$ cat src/rtl/cflash_read_seq.sv
// Sequences the SPI byte engine through a flash READ (0x03) and packs the returned bytes into 64-bit to-PC words.
// Latency: first spi_write 1 cycle after start; next byte issued 1 cycle after spi_busy is seen low.
// Backpressure: a full word is held in PUSH until tpc_ready; no SPI byte is issued meanwhile.
module cflash_read_seq #(
    parameter int LEN_BITS = 16
) (
    input  logic                clock,
    input  logic                reset_n,
    input  logic                start,
    input  logic [23:0]         addr,
    input  logic [LEN_BITS-1:0] nwords,
    input  logic                abort,
    output logic                busy,
    output logic                done,
    output logic                aborted,
    output logic                spi_write,
    output logic [8:0]          spi_wdata,
    input  logic                spi_busy,
    input  logic [7:0]          spi_rdata,
    input  logic                tpc_ready,
    output logic                tpc_write,
    output logic [63:0]         tpc_data
);

    typedef enum logic [3:0] {
        S_IDLE,
        S_CMD,
        S_A2,
        S_A1,
        S_A0,
        S_WT,
        S_PUSH,
        S_RWT,
        S_FIN
    } state_t;

    localparam logic [8:0] BYTE_RELEASE = 9'h100;
    localparam logic [8:0] BYTE_DUMMY   = 9'h000;
    localparam logic [LEN_BITS-1:0] ONE_WORD = {{(LEN_BITS-1){1'b0}}, 1'b1};

    state_t              state;
    logic [23:0]         addr_q;
    logic [LEN_BITS-1:0] words_left;
    logic [2:0]          byte_cnt;
    logic                abort_pend;

    // The byte engine only raises spi_busy the cycle after spi_write, so the
    // issue cycle itself must not be mistaken for a completed byte.
    logic byte_done;
    logic abort_now;
    assign byte_done = !spi_write && !spi_busy;
    assign abort_now = abort_pend || abort;

    // Combinational so the strobe can never outlive a tpc_ready drop.
    assign tpc_write = (state == S_PUSH) && tpc_ready;

    always_ff @(posedge clock or negedge reset_n) begin
        if (!reset_n) begin
            state      <= S_IDLE;
            busy       <= 1'b0;
            done       <= 1'b0;
            aborted    <= 1'b0;
            spi_write  <= 1'b0;
            spi_wdata  <= BYTE_RELEASE;
            tpc_data   <= 64'h0;
            addr_q     <= 24'h0;
            words_left <= '0;
            byte_cnt   <= 3'd0;
            abort_pend <= 1'b0;
        end else begin
            done      <= 1'b0;
            spi_write <= 1'b0;
            if (abort && state != S_IDLE) begin
                abort_pend <= 1'b1;
            end

            case (state)
                S_IDLE: begin
                    if (start) begin
                        addr_q     <= addr;
                        words_left <= nwords;
                        busy       <= 1'b1;
                        aborted    <= 1'b0;
                        abort_pend <= 1'b0;
                        byte_cnt   <= 3'd0;
                        if (nwords == '0) begin
                            state <= S_FIN;
                        end else begin
                            spi_write <= 1'b1;
                            spi_wdata <= 9'h003;
                            state     <= S_CMD;
                        end
                    end
                end

                S_CMD: begin
                    if (byte_done) begin
                        spi_write <= 1'b1;
                        if (abort_now) begin
                            spi_wdata <= BYTE_RELEASE;
                            state     <= S_RWT;
                        end else begin
                            spi_wdata <= {1'b0, addr_q[23:16]};
                            state     <= S_A2;
                        end
                    end
                end

                S_A2: begin
                    if (byte_done) begin
                        spi_write <= 1'b1;
                        if (abort_now) begin
                            spi_wdata <= BYTE_RELEASE;
                            state     <= S_RWT;
                        end else begin
                            spi_wdata <= {1'b0, addr_q[15:8]};
                            state     <= S_A1;
                        end
                    end
                end

                S_A1: begin
                    if (byte_done) begin
                        spi_write <= 1'b1;
                        if (abort_now) begin
                            spi_wdata <= BYTE_RELEASE;
                            state     <= S_RWT;
                        end else begin
                            spi_wdata <= {1'b0, addr_q[7:0]};
                            state     <= S_A0;
                        end
                    end
                end

                S_A0: begin
                    if (byte_done) begin
                        spi_write <= 1'b1;
                        if (abort_now) begin
                            spi_wdata <= BYTE_RELEASE;
                            state     <= S_RWT;
                        end else begin
                            spi_wdata <= BYTE_DUMMY;
                            state     <= S_WT;
                        end
                    end
                end

                // Read byte in flight; on completion pack it, then push, abort or fetch the next.
                S_WT: begin
                    if (byte_done) begin
                        tpc_data[{byte_cnt, 3'b000} +: 8] <= spi_rdata;
                        byte_cnt <= byte_cnt + 3'd1;
                        if (byte_cnt == 3'd7) begin
                            state <= S_PUSH;
                        end else if (abort_now) begin
                            spi_write <= 1'b1;
                            spi_wdata <= BYTE_RELEASE;
                            state     <= S_RWT;
                        end else begin
                            spi_write <= 1'b1;
                            spi_wdata <= BYTE_DUMMY;
                        end
                    end
                end

                S_PUSH: begin
                    if (tpc_ready) begin
                        words_left <= words_left - ONE_WORD;
                        spi_write  <= 1'b1;
                        if (words_left == ONE_WORD || abort_now) begin
                            spi_wdata <= BYTE_RELEASE;
                            state     <= S_RWT;
                        end else begin
                            spi_wdata <= BYTE_DUMMY;
                            state     <= S_WT;
                        end
                    end
                end

                S_RWT: begin
                    if (byte_done) begin
                        state <= S_FIN;
                    end
                end

                S_FIN: begin
                    done    <= 1'b1;
                    busy    <= 1'b0;
                    aborted <= abort_pend;
                    state   <= S_IDLE;
                end

                default: state <= S_IDLE;
            endcase
        end
    end

endmodule
$ cat config.mk
export PLATFORM = sky130hd
export DESIGN_NAME = cflash_read_seq
export DESIGN_NICKNAME = d
export VERILOG_FILES = /design/src/rtl/cflash_read_seq.sv
export SDC_FILE = /design/constraint.sdc
export NUM_CORES = 1
export LEC_CHECK = 0
export BUFFER_PORTS_ARGS = -buffer_cell sky130_fd_sc_hd__buf_4
export CAP_MARGIN = 0
export CORE_ASPECT_RATIO = 0.75
export CORE_UTILIZATION = 55
export CTS_CLUSTER_SIZE = 28
export DETAILED_ROUTE_END_ITERATION = 16
export PLACE_DENSITY = 0.85
export SLEW_MARGIN = 20
export SYNTH_ARGS = -nofsm -noshare
export SYNTH_HDL_FRONTEND = slang
export SYNTH_SLANG_ARGS = --single-unit
export TNS_END_PERCENT = 10
$ cat constraint.sdc
create_clock -name clock -period 4 [get_ports clock]
set_clock_uncertainty 0.15 [all_clocks]
set_input_delay 0.4 -clock clock [delete_from_list [all_inputs] [get_ports clock]]
set_output_delay 0.4 -clock clock [all_outputs]
set_load 0.02 [all_outputs]
==> results, run 1 <==
- The sequential element share of the synthesized area is 52.74%.
- The worst reg-to-reg setup slack is 1.06 ns.
- The sequential fraction of design power is 35.9%.
- At the later pin of the worst-skew pair, clock insertion delay measures 0.41 ns.
- Cell internal power was estimated by the tool at 3.615 mW.
- Compared with the post-synthesis result, the final layout area differs by 27.84%.
- After legalization and detailed placement, the total HPWL measured 10180 um.
- The wire length per cell after detailed routing is 18.30 um.
- The detailed router finished its first iteration with 415 violations.
- The initial antenna violation count is 0.
- Setup repair after global routing left no endpoint under its margin.
- The fraction of layout instances using a drive strength above 1 is 41.70%.
- The clock sink count is 125.
- After synthesis, the cell types taking the most area are dfrtp_1 52%, mux2_2 17%, nand2_1 2.4%, o21ai_0 2.2%, nor2_1 2.0%.
- The number of nets produced by synthesis is 578.
- The clock passes through at most 2 buffers.
- For this design the ratio of total power to cell area is 766.6 nW/um^2.
- The final-report setup violation count is 0.
- The top achievable clock speed is 323.4 MHz.
- 132 I/O pins were placed.
- The first global-routing pass estimated 23760 um of wire.
- The post-synthesis simple-gate area fraction is 13.77%.
- Global routing consumed, over all layers together, 27.67% of the routing resources.
- Summing the areas of all compound-gate instances in the mapped netlist gives 11.13% of the synthesized area.
- The most common flop cell mapped by yosys is dfrtp_1.
- CTS built an H-tree with a depth of 4.
- The netlist area before placement is 5933 um^2.
- Across the run, the number of max-cap violations was 0.
- The repair_antennas step left the layout with diodes totalling 0.
- The slew of the pin with the lowest slew margin is 0.9527 ns.
- The run finished, with violations left.
- In this run the worst path has a maximum fanout of 31.
- The total design power is 5.815 mW.
- The die covers 11210 um^2.
- In this run the power spent charging and discharging nets is 2.200 mW.
- The mean instance size in the synthesized netlist is 11.45 um^2.
- The synthesis-stage register bit count is 125.
- The total negative setup slack is 0 ns.
- The clock-pin transition on the worst setup and hold timing paths is 0.06 ns.
- The synthesized netlist devotes 1.265% of its cell area to adder and majority cells.
- The kind of path behind the tightest hold check is in -> async.
- The kind of end point of the critical path is an output port.
- Of all flip-flops after synthesis, the portion carrying an async set or reset was 100.0%.
- Wires add up to 14510 um.
- The number of synthesized flops with an enable pin is 0.
- The detailed router placed 4685 vias in this run.
- The share of Yosys cell area claimed by the top area cell type is 52.30%.
- Synthesis produced a netlist whose cell count is 518.
- The final routed DRC violation total is 0.
- At the worst endpoint, the arrival time is 2.54 ns.
- The required time of the critical path is 3.45 ns.
- The number of clock buffers inserted by TritonCTS is 17.
- Entering global routing, the biggest net connects 76 pins.
- The checks that failed: negative hold slack.
- The detailed-route vias per instance is 5.908.
- At the end of routability-driven placement, the weighted congestion stood at 0.9082.
- After synthesis, the largest family of logic cells by area is multiplexers.
- The post-synthesis cell type with the largest combined area is dfrtp_1.
- The count of unique library cells instantiated by Yosys is 60.
- The detail route stage leaves a number of antenna-violating nets equal to 0.
- The number of slew-limit violations in the final report is 0.
- The number of global-route vias before repair came to 4609.
- For this run, the detailed router's first-pass iteration total came to 5.
- The peak ir drop on the vdd network is 0.0003900 V.
- Of the total synthesized cell area, the portion taken by XOR and XNOR cells is 0%.
- The kind of critical path is reg -> out.
- The vertical extent of the die is 91.95 um.
- STA classifies the critical path startpoint as a flop.
- The CTS tree is built.
- Net switching is 37.83% of the power.
- The floorplan has 32 rows.
- The worst slack on hold paths is -0.02582 ns.
- The final hold violation count came to 6.
- For this configuration, the core starts out at a cell density of 57.22%.
- The net count of the finished layout is 704.
- The total overflow left after global routing is 0.
- Leaving out fill and tap cells, the most frequent cell in the layout is buf_4.
- The count of buffers added on input and output ports is 131.
- In this run the standard cell core region covers 10370 um^2.
- The post-cts hold buffer count is 0.
- The clock tree root buffer cell is clkbuf_16.
- Post-CTS timing repair inserted 0 buffers for setup.
- The reported leakage power is 3.663 nW.
- Of the total power, the clock network draws 25.1%.
- The combinational cell fraction of total power is 39.0%.
- The normalized max-slew margin is 36.48%.
- The share of synthesized area spent on multiplexers is 17.97%.
- The worst path uses 77.31% of the clock period.
- The overall die width is 121.9 um.
- Leaving out fill and tap cells, the most frequent cells in the layout are 138 x buf_4, 124 x dfrtp_1, 89 x mux2_2.
- Yosys printed 0 warnings.
- Gates resized during post-CTS repair numbered 0.
- The time the worst path needs with I/O delays and setup is 3.092 ns.
## per-stage QoR
stage                     worst slack, ns  hold slack (ns)  utilization (%)  cell area (um^2)  std cells
after floorplan                     1.348         -0.04559                -              5933        518
after global placement              1.244           0.3149            67.70              7020        761
after detailed placement            1.089           0.3187            67.70              7020        761
after CTS                          0.9437          0.03103            73.14              7585        793
after global routing               0.7260          0.06428            73.14              7585        793
final                              0.9077         -0.02582            73.14              7585        793
## cell families (layout without fill, tap and decap cells)
kind of cell / Yosys count / after routing
mux: 95 / 95
buf+inv: 47 / 186
flops: 125 / 125
compound gates: 97 / 97
simple gates: 148 / 148
fa+ha+maj: 6 / 6
## power by group through the flow
stage	logic, mW	registers [mW]	clock network (mW)
2_1_floorplan	1.34	2.22	0
3_5_place_dp	2.24	2.09	0
3_3_place_gp	2.16	2.06	0
5_1_grt	2.46	2.16	1.53
6_report	2.27	2.09	1.46
4_1_cts	2.27	2.08	1.47
## registers in the layout, summed over array words and instances, names as in the netlist
register	cells
tpc_data	64
aborted	1
byte_cnt	3
done	1
spi_wdata	9
words_left	16
abort_pend	1
addr_q	24
busy	1
spi_write	1
state	4
## layout make-up
cell class	instances	area, um^2
sequential	125	3129
fill	721	2785
clock inverter	15	138.9
tap	136	170.2
inverter	16	60.06
clock buffer	17	425.4
multi-input combinational	346	2625
timing repair buffer	138	1036
## worst paths after layout
kind / startpoint / end / cells past startpoint
worst max-delay path: state[1] / tpc_write / 4
worst min-delay path: reset_n / words_left[6] / 1
worst max register to register: byte_cnt[0] / tpc_data[58] / 6
worst min register to register: spi_wdata[8] / spi_wdata[8] / 2
max in group asynchronous: reset_n / abort_pend / 2
min in group clock: start / abort_pend / 2
## worst max-delay path: stages (launching register included)
cell,delay (ns)
dfrtp_1,0.97
nand3_1,0.24
a211o_1,0.59
nor2_1,0.18
buf_4,0.16
## metal layers
layer | vias up | track usage (%) | wire length [um]
met1 | 2330 | 39.88 | 6570
met2 | 178 | 42.47 | 6954
met5 | - | 0 | 0
li1 | 2159 | - | -
met3 | 18 | 5.410 | 833
met4 | 0 | 7.922 | 151
## synthesized netlist by cell type (2+ instances only)
cell         n
a2bb2oi_1    5
clkbuf_1    20
o2bb2ai_1    3
a21boi_0     2
nor3b_1      2
o21a_1       2
nor4bb_1     2
o32ai_1      3
nor2_1      31
buf_1        4
and4b_1      2
mux2_2      89
nor3_1       7
and2_1       9
dfrtp_1    124
a31oi_1      2
mux2i_1      3
a31o_2       2
mux2_1       3
o2111ai_1    2
nor4_1      12
a21oi_1     16
nand2_1     38
or4_1        3
buf_2        6
o211ai_1     4
nor2b_1      3
o21ai_0     26
nand4b_1     2
or3_1        4
a22oi_1      9
inv_1       16
a211oi_1     5
and3_1       2
nand4_1      5
or2_2        3
o22ai_1      6
o22a_1       2
a22o_1       2
nand3_1     12
ha_1         6
No activity file was read; power rests on OpenSTA's default activity.
==> run 2: changes to the inputs <==
--- a/config.mk
+++ b/config.mk
@@ -5,13 +5,14 @@
 export SDC_FILE = /design/constraint.sdc
 export NUM_CORES = 1
 export LEC_CHECK = 0
+export ABC_AREA = 1
 export BUFFER_PORTS_ARGS = -buffer_cell sky130_fd_sc_hd__buf_4
 export CAP_MARGIN = 0
 export CORE_ASPECT_RATIO = 0.75
-export CORE_UTILIZATION = 55
+export CORE_UTILIZATION = 49
 export CTS_CLUSTER_SIZE = 28
 export DETAILED_ROUTE_END_ITERATION = 16
-export PLACE_DENSITY = 0.85
+export PLACE_DENSITY = 0.8
 export SLEW_MARGIN = 20
 export SYNTH_ARGS = -nofsm -noshare
 export SYNTH_HDL_FRONTEND = slang
==> constraint.sdc (replaced) <==
create_clock -name clock -period 2.6 [get_ports clock]
set_clock_uncertainty 0.15 [all_clocks]
set_input_delay 0.26 -clock clock [delete_from_list [all_inputs] [get_ports clock]]
set_output_delay 0.26 -clock clock [all_outputs]
set_load 0.02 [all_outputs]
==> run 2 against run 1 <==
The flow now finishes without violations. Flip-flop and latch count is the same. Setup slack got worse by 0.72 ns. Critical path type is now reg -> reg. Cell area increased by 7.9%. Largest cell class unchanged.
==> results, run 2 <==
- Top library cells by usage in the layout, fill and taps aside: 212 x nand2_1, 140 x buf_4, 124 x dfrtp_1 (was 138 x buf_4, 124 x dfrtp_1, 89 x mux2_2).
- The relative contribution of the clock network to total power is 27.6% (was 25.1%).
- The post-detailed-placement half-perimeter wirelength came to 11060 um (was 10180 um).
- The instance count of the mapped netlist came to 740 (was 518).
- The number of slew-limit violations in the final report is 0 (unchanged).
- The global-route wire length before repair came to 26140 um (was 23760 um).
- The detailed-route vias per instance is 5.202 (was 5.908).
- The fraction of registers with async set/reset is 100.0% (unchanged).
- The kind of critical path is reg -> reg (was reg -> out).
- The number of clock buffers inserted by TritonCTS was 17 (unchanged).
- The kind of path behind the tightest hold check is in -> reg (was in -> async).
- The combinational cell fraction of total power was 38.0% (was 39.0%).
- The number of nets in the layout was 974 (was 704).
- The clock sink count came to 125 (unchanged).
- Static timing analysis puts the maximum clock frequency at 413.7 MHz.
- The largest net degree at the start of global routing came to 56 (was 76).
- RSZ-0062 raised after global routing: false (unchanged).
- The post-CTS resize count is 0 (unchanged).
- The final hold violation count is 0 (was 6).
- The met2 routing resource usage after global routing was 38.75% (was 42.47%).
- Registers with the highest flip-flop counts: tpc_data (64), addr_q (24), words_left (16) (unchanged).
- The CTS tree was built (unchanged).
- The synthesis-stage register bit count was 125 (unchanged).
- The via count of the routed design is 5655 (was 4685).
- The most common flop cell mapped by yosys is dfrtp_1 (unchanged).
- The cell-internal power was 5.245 mW (was 3.615 mW).
- The worst-case clock buffer depth is 2 (unchanged).
- The worst flop-to-flop path startpoint is byte_cnt[0] (unchanged).
- The top-level I/O count was 132 (unchanged).
- The wire length per cell after detailed routing is 14.82 um (was 18.30 um).
- The core outline area is 11870 um^2 (was 10370 um^2).
- The element type at the critical path start is a flop (unchanged).
- The number of nets produced by synthesis is 800 (was 578).
- The first-pass iteration count of the detailed router is 5 (unchanged).
- The sequential element share of the synthesized area is 51.26% (was 52.74%).
- The largest fanout on the critical path is 16 (was 31).
- The required time of the critical path is 2.73 ns (was 3.45 ns).
- The slew of the pin with the lowest slew margin is 0.6350 ns (was 0.9527 ns).
- The total negative setup slack came to 0 ns (unchanged).
- The time the worst path needs with I/O delays and setup is 2.417 ns.
- The initial antenna violation count is 0 (unchanged).
- The weighted congestion at the end of routability-driven global placement is 0.9503 (was 0.9082).
- The global-route met3 utilization is 7.112% (was 5.410%).
- The total inserted antenna cells is 0 (unchanged).
- The clock tree root buffer cell is clkbuf_16 (unchanged).
- The total of warnings raised by yosys is 0 (unchanged).
- The count of H-tree levels built during CTS came to 4 (unchanged).
- The final period utilization is 92.96%.
- The number of global-route vias before repair is 5342 (was 4609).
- The peak ir drop on the vdd network came to 0.0006011 V (was 0.0003900 V).
- The max capacitance violation total is 0 (unchanged).
- The vertical extent of the die is 98.67 um (was 91.95 um).
- The areal power density over the cells is 1047 nW/um^2 (was 766.6 nW/um^2).
- The area of the die is 12910 um^2 (was 11210 um^2).
- Status: finished clean (was finished, violations left).
- The data arrival time at the worst-slack endpoint is 2.55 ns (was 2.54 ns).
- The total congestion overflow after global routing is 0 (unchanged).
- The final routed DRC violation total came to 0 (unchanged).
- The share of the core filled with cells in the final layout is 68.96% (was 73.14%).
- The final-report setup violation count is 0 (unchanged).
- The clock-pin transition on the worst setup and hold timing paths is 0.06 ns (about the same).
- The remaining number of nets flagged by the antenna check after routing was 0 (unchanged).
- The number of synthesized flops with an enable pin was 0 (unchanged).
- The worst hold path startpoint is spi_rdata[0].
- The count of input and output buffers came to 131 (unchanged).
- The most utilized layer in the global route result is met2 (unchanged).
- The mean instance size in the synthesized netlist is 8.249 um^2 (was 11.45 um^2).
- The switching portion of total power is 38.78% (was 37.83%).
- The global-route total usage across every layer came to 26.29% (was 27.67%).
- The net switching power is 3.323 mW (was 2.200 mW).
- The library cell with the highest instance count after synthesis is nand2_1 (was dfrtp_1).
- The sequential fraction of design power is 34.4% (was 35.9%).
- The launch point of the worst path is byte_cnt[0] (was state[1]).
- The final routed wirelength across all metal layers is 16110 um (was 14510 um).
- The reported leakage power was 4.221 nW (was 3.663 nW).
- The most frequent standard cell in the layout excluding fill and tap cells was nand2_1 (was buf_4).
- The clock latency on the worst-skew pair is 0.41 ns (about the same).
- The area growth from synthesis to layout came to 34.08% (was 27.84%).
- The normalized max-slew margin is 57.51% (was 36.48%).
- The fraction of layout instances using a drive strength above 1 is 23.57% (was 41.70%).
- The largest register by flop count is tpc_data (unchanged).
- The count of unique library cells instantiated by Yosys is 30 (was 60).
- The kind of end point of the critical path is a flop (was output port).
- The post-synthesis cell type with the largest combined area is dfrtp_1 (unchanged).
- The global routing usage on met1 came to 38.07% (was 39.88%).
- The number of flip-flops under the largest register name was 64 (unchanged).
- The share of Yosys cell area claimed by the top area cell type came to 50.83% (was 52.30%).
- Most area-consuming cells after synthesis: dfrtp_1 51%, nand2_1 13%, o21ai_0 6.2%, nand3_1 5.8%, nor2_1 4.4% (was dfrtp_1 52%, mux2_2 17%, nand2_1 2.4%, o21ai_0 2.2%, nor2_1 2.0%).
- Leading post-synthesis cells by instance count: 212 x nand2_1, 124 x dfrtp_1, 76 x o21ai_0 (was 124 x dfrtp_1, 89 x mux2_2, 38 x nand2_1).
- The overall die width is 130.9 um (was 121.9 um).
- The first-iteration detailed-routing DRC count is 368 (was 415).
- The initial core utilization is 51.43% (was 57.22%).
- The netlist area before placement was 6105 um^2 (was 5933 um^2).
- The number of placement rows is 34 (was 32).
==> run 2: cell types whose count changed in the layout (fill, tap and decap cells not counted), moves of 12 or more <==
cell | previous run | this run
nor4_1 | 12 | 0
inv_1 | 16 | 63
dlygate4sd3_1 | 0 | 32
nand3_1 | 12 | 71
nand2_1 | 38 | 212
o21ai_0 | 26 | 76
mux2_2 | 89 | 19
nor2_1 | 31 | 71
==> run 2: layer usage <==
| metal | routed length (um) | share of wire [%] |
|---|---|---|
| met5 | 0 | 0 |
| met4 | 210 | 1.3 |
| met3 | 1303 | 8.1 |
| met2 | 6996 | 43 |
| met1 | 7603 | 47 |
==> run 2: worst max-delay path, stage by stage (launching register included) <==
cell and delay, ns:
dfrtp_1 0.43, inv_1 0.14, ha_1 0.22, ha_1 0.41
inv_2 0.15, nor3_1 0.25, nand3_2 0.31, nand2_1 0.16
o21ai_1 0.08
==> run 2: cells by family after synthesis <==
| logic type | share of synthesized area [%] |
|---|---|
| fa+ha+maj | 1.230 |
| mux | 4.243 |
| simple gates | 28.24 |
| flops | 51.26 |
| xor+xnor | 0.1435 |
| buf+inv | 5.862 |
| compound gates | 9.018 |
==> run 2: final cells by class <==
cell class / instances / area (um^2)
Clock buffer: 20 / 446.7
Multi-Input combinational cell: 529 / 2618
Tap cell: 162 / 202.7
Fill cell: 930 / 3684
Inverter: 68 / 255.2
Clock inverter: 10 / 142.6
Timing Repair Buffer: 173 / 1391
Sequential cell: 125 / 3129
==> run 2: power by group through the flow <==
stage | sequential (mW) | combinational (mW) | clock [mW]
after detailed placement | 2.95 | 3.17 | 0
after global routing | 3.02 | 3.66 | 2.48
after floorplan | 3.08 | 2.08 | 0
final | 2.94 | 3.26 | 2.37
after global placement | 2.94 | 3.09 | 0
after CTS | 2.93 | 3.24 | 2.38
==> run 2: worst paths after layout <==
kind	end	slack, ns	depth (start not counted)
setup / recovery	tpc_data[35]	0.18	8
hold / removal	tpc_data[16]	0.008	3
setup reg to reg	tpc_data[35]	0.18	8
hold reg to reg	tpc_data[41]	0.33	2
max in group asynchronous	spi_wdata[8]	1.53	3
min in group asynchronous	addr_q[1]	0.11	2
==> run 2: metrics by stage <==
| step | worst slack (ns) | cell area, um^2 | total power, mW | cells | hold WS (ns) |
|---|---|---|---|---|---|
| global route | 0.01042 | 8185 | 9.159 | 1087 | 0.008737 |
| CTS | 0.1837 | 8185 | 8.550 | 1087 | 0.0001957 |
| finish | 0.1830 | 8185 | 8.568 | 1087 | 0.008275 |
| global placement | 0.3280 | 7276 | 6.036 | 1025 | 0.002963 |
| detailed placement | 0.2088 | 7276 | 6.120 | 1025 | 0.003651 |
| floorplan | 0.4530 | 6105 | 5.153 | 740 | -0.1856 |
==> run 2: what timing repair did <==
action / CTS / global route
buffers inserted: 0 / 0
hold buffers: 32 / 0
endpoints found under the setup margin: 0 / 4
hold endpoints to repair: 157 / 0
==> run 3: changes to the inputs <==
--- a/config.mk
+++ b/config.mk
@@ -9,10 +9,11 @@
 export BUFFER_PORTS_ARGS = -buffer_cell sky130_fd_sc_hd__buf_4
 export CAP_MARGIN = 0
 export CORE_ASPECT_RATIO = 0.75
-export CORE_UTILIZATION = 49
+export CORE_UTILIZATION = 30
 export CTS_CLUSTER_SIZE = 28
 export DETAILED_ROUTE_END_ITERATION = 16
-export PLACE_DENSITY = 0.8
+export PLACE_DENSITY = 0.55
+export REMOVE_ABC_BUFFERS = 1
 export SLEW_MARGIN = 20
 export SYNTH_ARGS = -nofsm -noshare
 export SYNTH_HDL_FRONTEND = slang
==> run 3 against run 2 <==
Sequential power hardly changed. Hold slack gained 0.024 ns. Wire length increased by 8.2%. Combinational power rose by 2%. Register-to-register slack improved by 0.06 ns. Highest routed layer unchanged.
==> results, run 3 (synthesis gave the netlist of run 2 again) <==
- The share of the core filled with cells in the final layout is 42.69% (was 68.96%).
- The largest register by flop count is tpc_data (unchanged).
- The total congestion overflow after global routing is 0 (unchanged).
- The clock sink count is 125 (unchanged).
- The vertical extent of the die is 125.5 um (was 98.67 um).
- The final routed wirelength across all metal layers came to 17430 um (was 16110 um).
- The data arrival time at the worst-slack endpoint came to 2.54 ns (was 2.55 ns).
- The global-route total usage across every layer is 17.52% (was 26.29%).
- The top-level I/O count is 132 (unchanged).
- The slew of the pin with the lowest slew margin is 0.7496 ns (was 0.6350 ns).
- The final routed DRC violation total is 0 (unchanged).
- The first-iteration detailed-routing DRC count is 378 (was 368).
- The number of placement rows came to 44 (was 34).
- The most frequent standard cell in the layout excluding fill and tap cells is nand2_1 (unchanged).
- The relative contribution of the clock network to total power is 28.6% (was 27.6%).
- The max capacitance violation total is 0 (unchanged).
- The detailed-route vias per instance is 4.675 (was 5.202).
- The normalized max-slew margin was 50.03% (was 57.51%).
- The global-route wire length before repair is 28520 um (was 26140 um).
- The count of input and output buffers is 131 (unchanged).
- The worst slack on hold paths was 0.03215 ns (was 0.008275 ns).
- The final-report setup violation count is 0 (unchanged).
- The weighted congestion at the end of routability-driven global placement was 0.8437 (was 0.9503).
- The net switching power is 3.392 mW (was 3.323 mW).
- The initial antenna violation count came to 0 (unchanged).
- The sequential fraction of design power is 33.6% (was 34.4%).
- The cell-internal power is 5.365 mW (was 5.245 mW).
- The worst-case clock buffer depth came to 2 (unchanged).
- The remaining number of nets flagged by the antenna check after routing is 0 (unchanged).
- The required time of the critical path is 2.79 ns (was 2.73 ns).
- The element type at the critical path start is a flop (unchanged).
- The family with the most delay on the worst path is adder cells (was simple AND/OR/NAND/NOR gates).
- The total of fill cells in the finished design is 1975 (was 930).
- The number of slew-limit violations in the final report came to 0 (unchanged).
- The wire length per cell after detailed routing was 14.71 um (was 14.82 um).
- The core outline area came to 19650 um^2 (was 11870 um^2).
- The area growth from synthesis to layout is 37.43% (was 34.08%).
- The time the worst path needs with I/O delays and setup is 2.358 ns (was 2.417 ns).
- The initial core utilization was 31.06% (was 51.43%).
- The peak ir drop on the vdd network was 0.0003895 V (was 0.0006011 V).
- The clock tree root buffer cell is clkbuf_16 (unchanged).
- The total design power is 8.756 mW (was 8.568 mW).
- Cell-by-cell trace of the critical path: inv_1, ha_1, ha_1, inv_2, nand4_1, nor3_4, buf_4, nor2_1, a21oi_1 (was inv_1, ha_1, ha_1, inv_2, nor3_1, nand3_2, nand2_1, o21ai_1).
- The clock latency on the worst-skew pair came to 0.42 ns (was 0.41 ns).
- The cell count after placement is 1118 (was 1025).
- The total inserted antenna cells is 0 (unchanged).
- The worst hold path startpoint is nwords[15] (was spi_rdata[0]).
- The largest net degree at the start of global routing came to 126 (was 56).
- The kind of critical path is reg -> reg (unchanged).
- The final period utilization is 90.71% (was 92.96%).
- The cell with the biggest individual delay on the critical path is dfrtp_1 (unchanged).
- The total negative setup slack was 0 ns (unchanged).
- The area of the die is 20930 um^2 (was 12910 um^2).
- The number of buffer and inverter instances along the worst setup path is 3 (was 2).
- The kind of path behind the tightest hold check is in -> reg (unchanged).
- Status: finished clean (unchanged).
- The number of nets in the layout is 981 (was 974).
- The launch point of the worst path is byte_cnt[0] (unchanged).
- The endpoint of the worst hold-timing path is words_left[15] (was tpc_data[16]).
- The combinational cell fraction of total power came to 37.8% (was 38.0%).
- The fraction of layout instances using a drive strength above 1 was 24.03% (was 23.57%).
- The count of H-tree levels built during CTS is 4 (unchanged).
- The via count of the routed design is 5540 (was 5655).
- The CTS tree is built (unchanged).
- The number of flip-flops under the largest register name came to 64 (unchanged).
- Registers with the highest flip-flop counts: tpc_data (64), addr_q (24), words_left (16) (unchanged).
- The logic depth of the worst register-to-register path is 9 (was 8).
- The first-pass iteration count of the detailed router is 5 (unchanged).
- The destination of the worst register-to-register timing path is tpc_data[7] (was tpc_data[35]).
- The post-detailed-placement half-perimeter wirelength is 12060 um (was 11060 um).
- The largest stage delay on the critical path is 0.43 ns (about the same).
- Top library cells by usage in the layout, fill and taps aside: 212 x nand2_1, 143 x buf_4, 124 x dfrtp_1 (was 212 x nand2_1, 140 x buf_4, 124 x dfrtp_1).
- The number of global-route vias before repair was 5271 (was 5342).
- The number of clock buffers inserted by TritonCTS is 17 (unchanged).
- The most prevalent standard cell on the critical path is ha_1 (unchanged).
- The kind of end point of the critical path is a flop (unchanged).
- The reported leakage power was 4.268 nW (was 4.221 nW).
- The clock-pin transition on the worst setup and hold timing paths was 0.06 ns (about the same).
- The post-CTS resize count is 0 (unchanged).
- The final hold violation count was 0 (unchanged).
- The overall die width was 166.7 um (was 130.9 um).
- The cell count of the worst hold path came to 5 (was 3).
- The areal power density over the cells was 1044 nW/um^2 (was 1047 nW/um^2).
- The switching portion of total power was 38.73% (was 38.78%).
- The top achievable clock speed is 424.0 MHz (was 413.7 MHz).
- The worst flop-to-flop path startpoint is byte_cnt[0] (unchanged).
- The count of non-filler cells in the finished layout was 1185 (was 1087).
- The largest fanout on the critical path came to 16 (unchanged).
- RSZ-0062 raised after global routing: false (unchanged).
- The worst reg-to-reg setup slack is 0.24 ns (was 0.18 ns).
## run 3: per-stage QoR
| stage | worst slack [ns] | area [um^2] |
|---|---|---|
| after global routing | 0.04178 | 8389 |
| after CTS | 0.2123 | 8382 |
| after detailed placement | 0.2185 | 7407 |
| after floorplan | 0.2623 | 6002 |
| after global placement | 0.3086 | 7407 |
| final | 0.2417 | 8389 |
## run 3: tightest hold or removal path, delay by kind of cell
family          cells  cell delay, ns
simple gates        2            0.10
compound gates      1            0.07
buf+inv             2            0.13
## run 3: what timing repair did
action / in CTS / in global routing
setup endpoints to repair: 0 / 7
setup buffers: 0 / 1
hold buffers: 36 / 0
hold endpoints to repair: 164 / 0
## run 3: area by class of cell
| type | instances | area, um^2 | share of cell area [%] |
|---|---|---|---|
| clock buffer | 21 | 480.5 | 5.727 |
| sequential | 125 | 3129 | 37.30 |
| tap | 253 | 316.6 | 3.773 |
| clock inverter | 9 | 133.9 | 1.596 |
| multi-input combinational | 529 | 2620 | 31.23 |
| timing repair buffer | 180 | 1454 | 17.33 |
| inverter | 68 | 255.2 | 3.043 |
## run 3: worst max-delay path by stage
stage / endpoint / depth (start not counted) / slack, ns
finish: tpc_data[7] / 9 / 0.24
global route: tpc_data[14] / 8 / 0.04
CTS: tpc_data[35] / 8 / 0.21
detailed placement: tpc_data[34] / 8 / 0.22
global placement: tpc_data[34] / 8 / 0.31
floorplan: tpc_data[16] / 6 / 0.26
## run 3: layer usage
layer / up-vias / GRT usage (%) / wire length, um
met2: 144 / 23.90 / 7168
met3: 11 / 5.381 / 1220
met5: - / 0 / 0
li1: 2775 / - / -
met1: 2610 / 26.11 / 8940
met4: 0 / 5.229 / 102
## run 3: power groups by stage
stage | sequential [mW] | combinational (mW) | clock (mW)
after floorplan | 3.09 | 2.00 | 0
after global placement | 2.97 | 3.24 | 0
after detailed placement | 2.96 | 3.27 | 0
after CTS | 2.94 | 3.33 | 2.56
after global routing | 3.02 | 3.76 | 2.64
final | 2.94 | 3.31 | 2.51
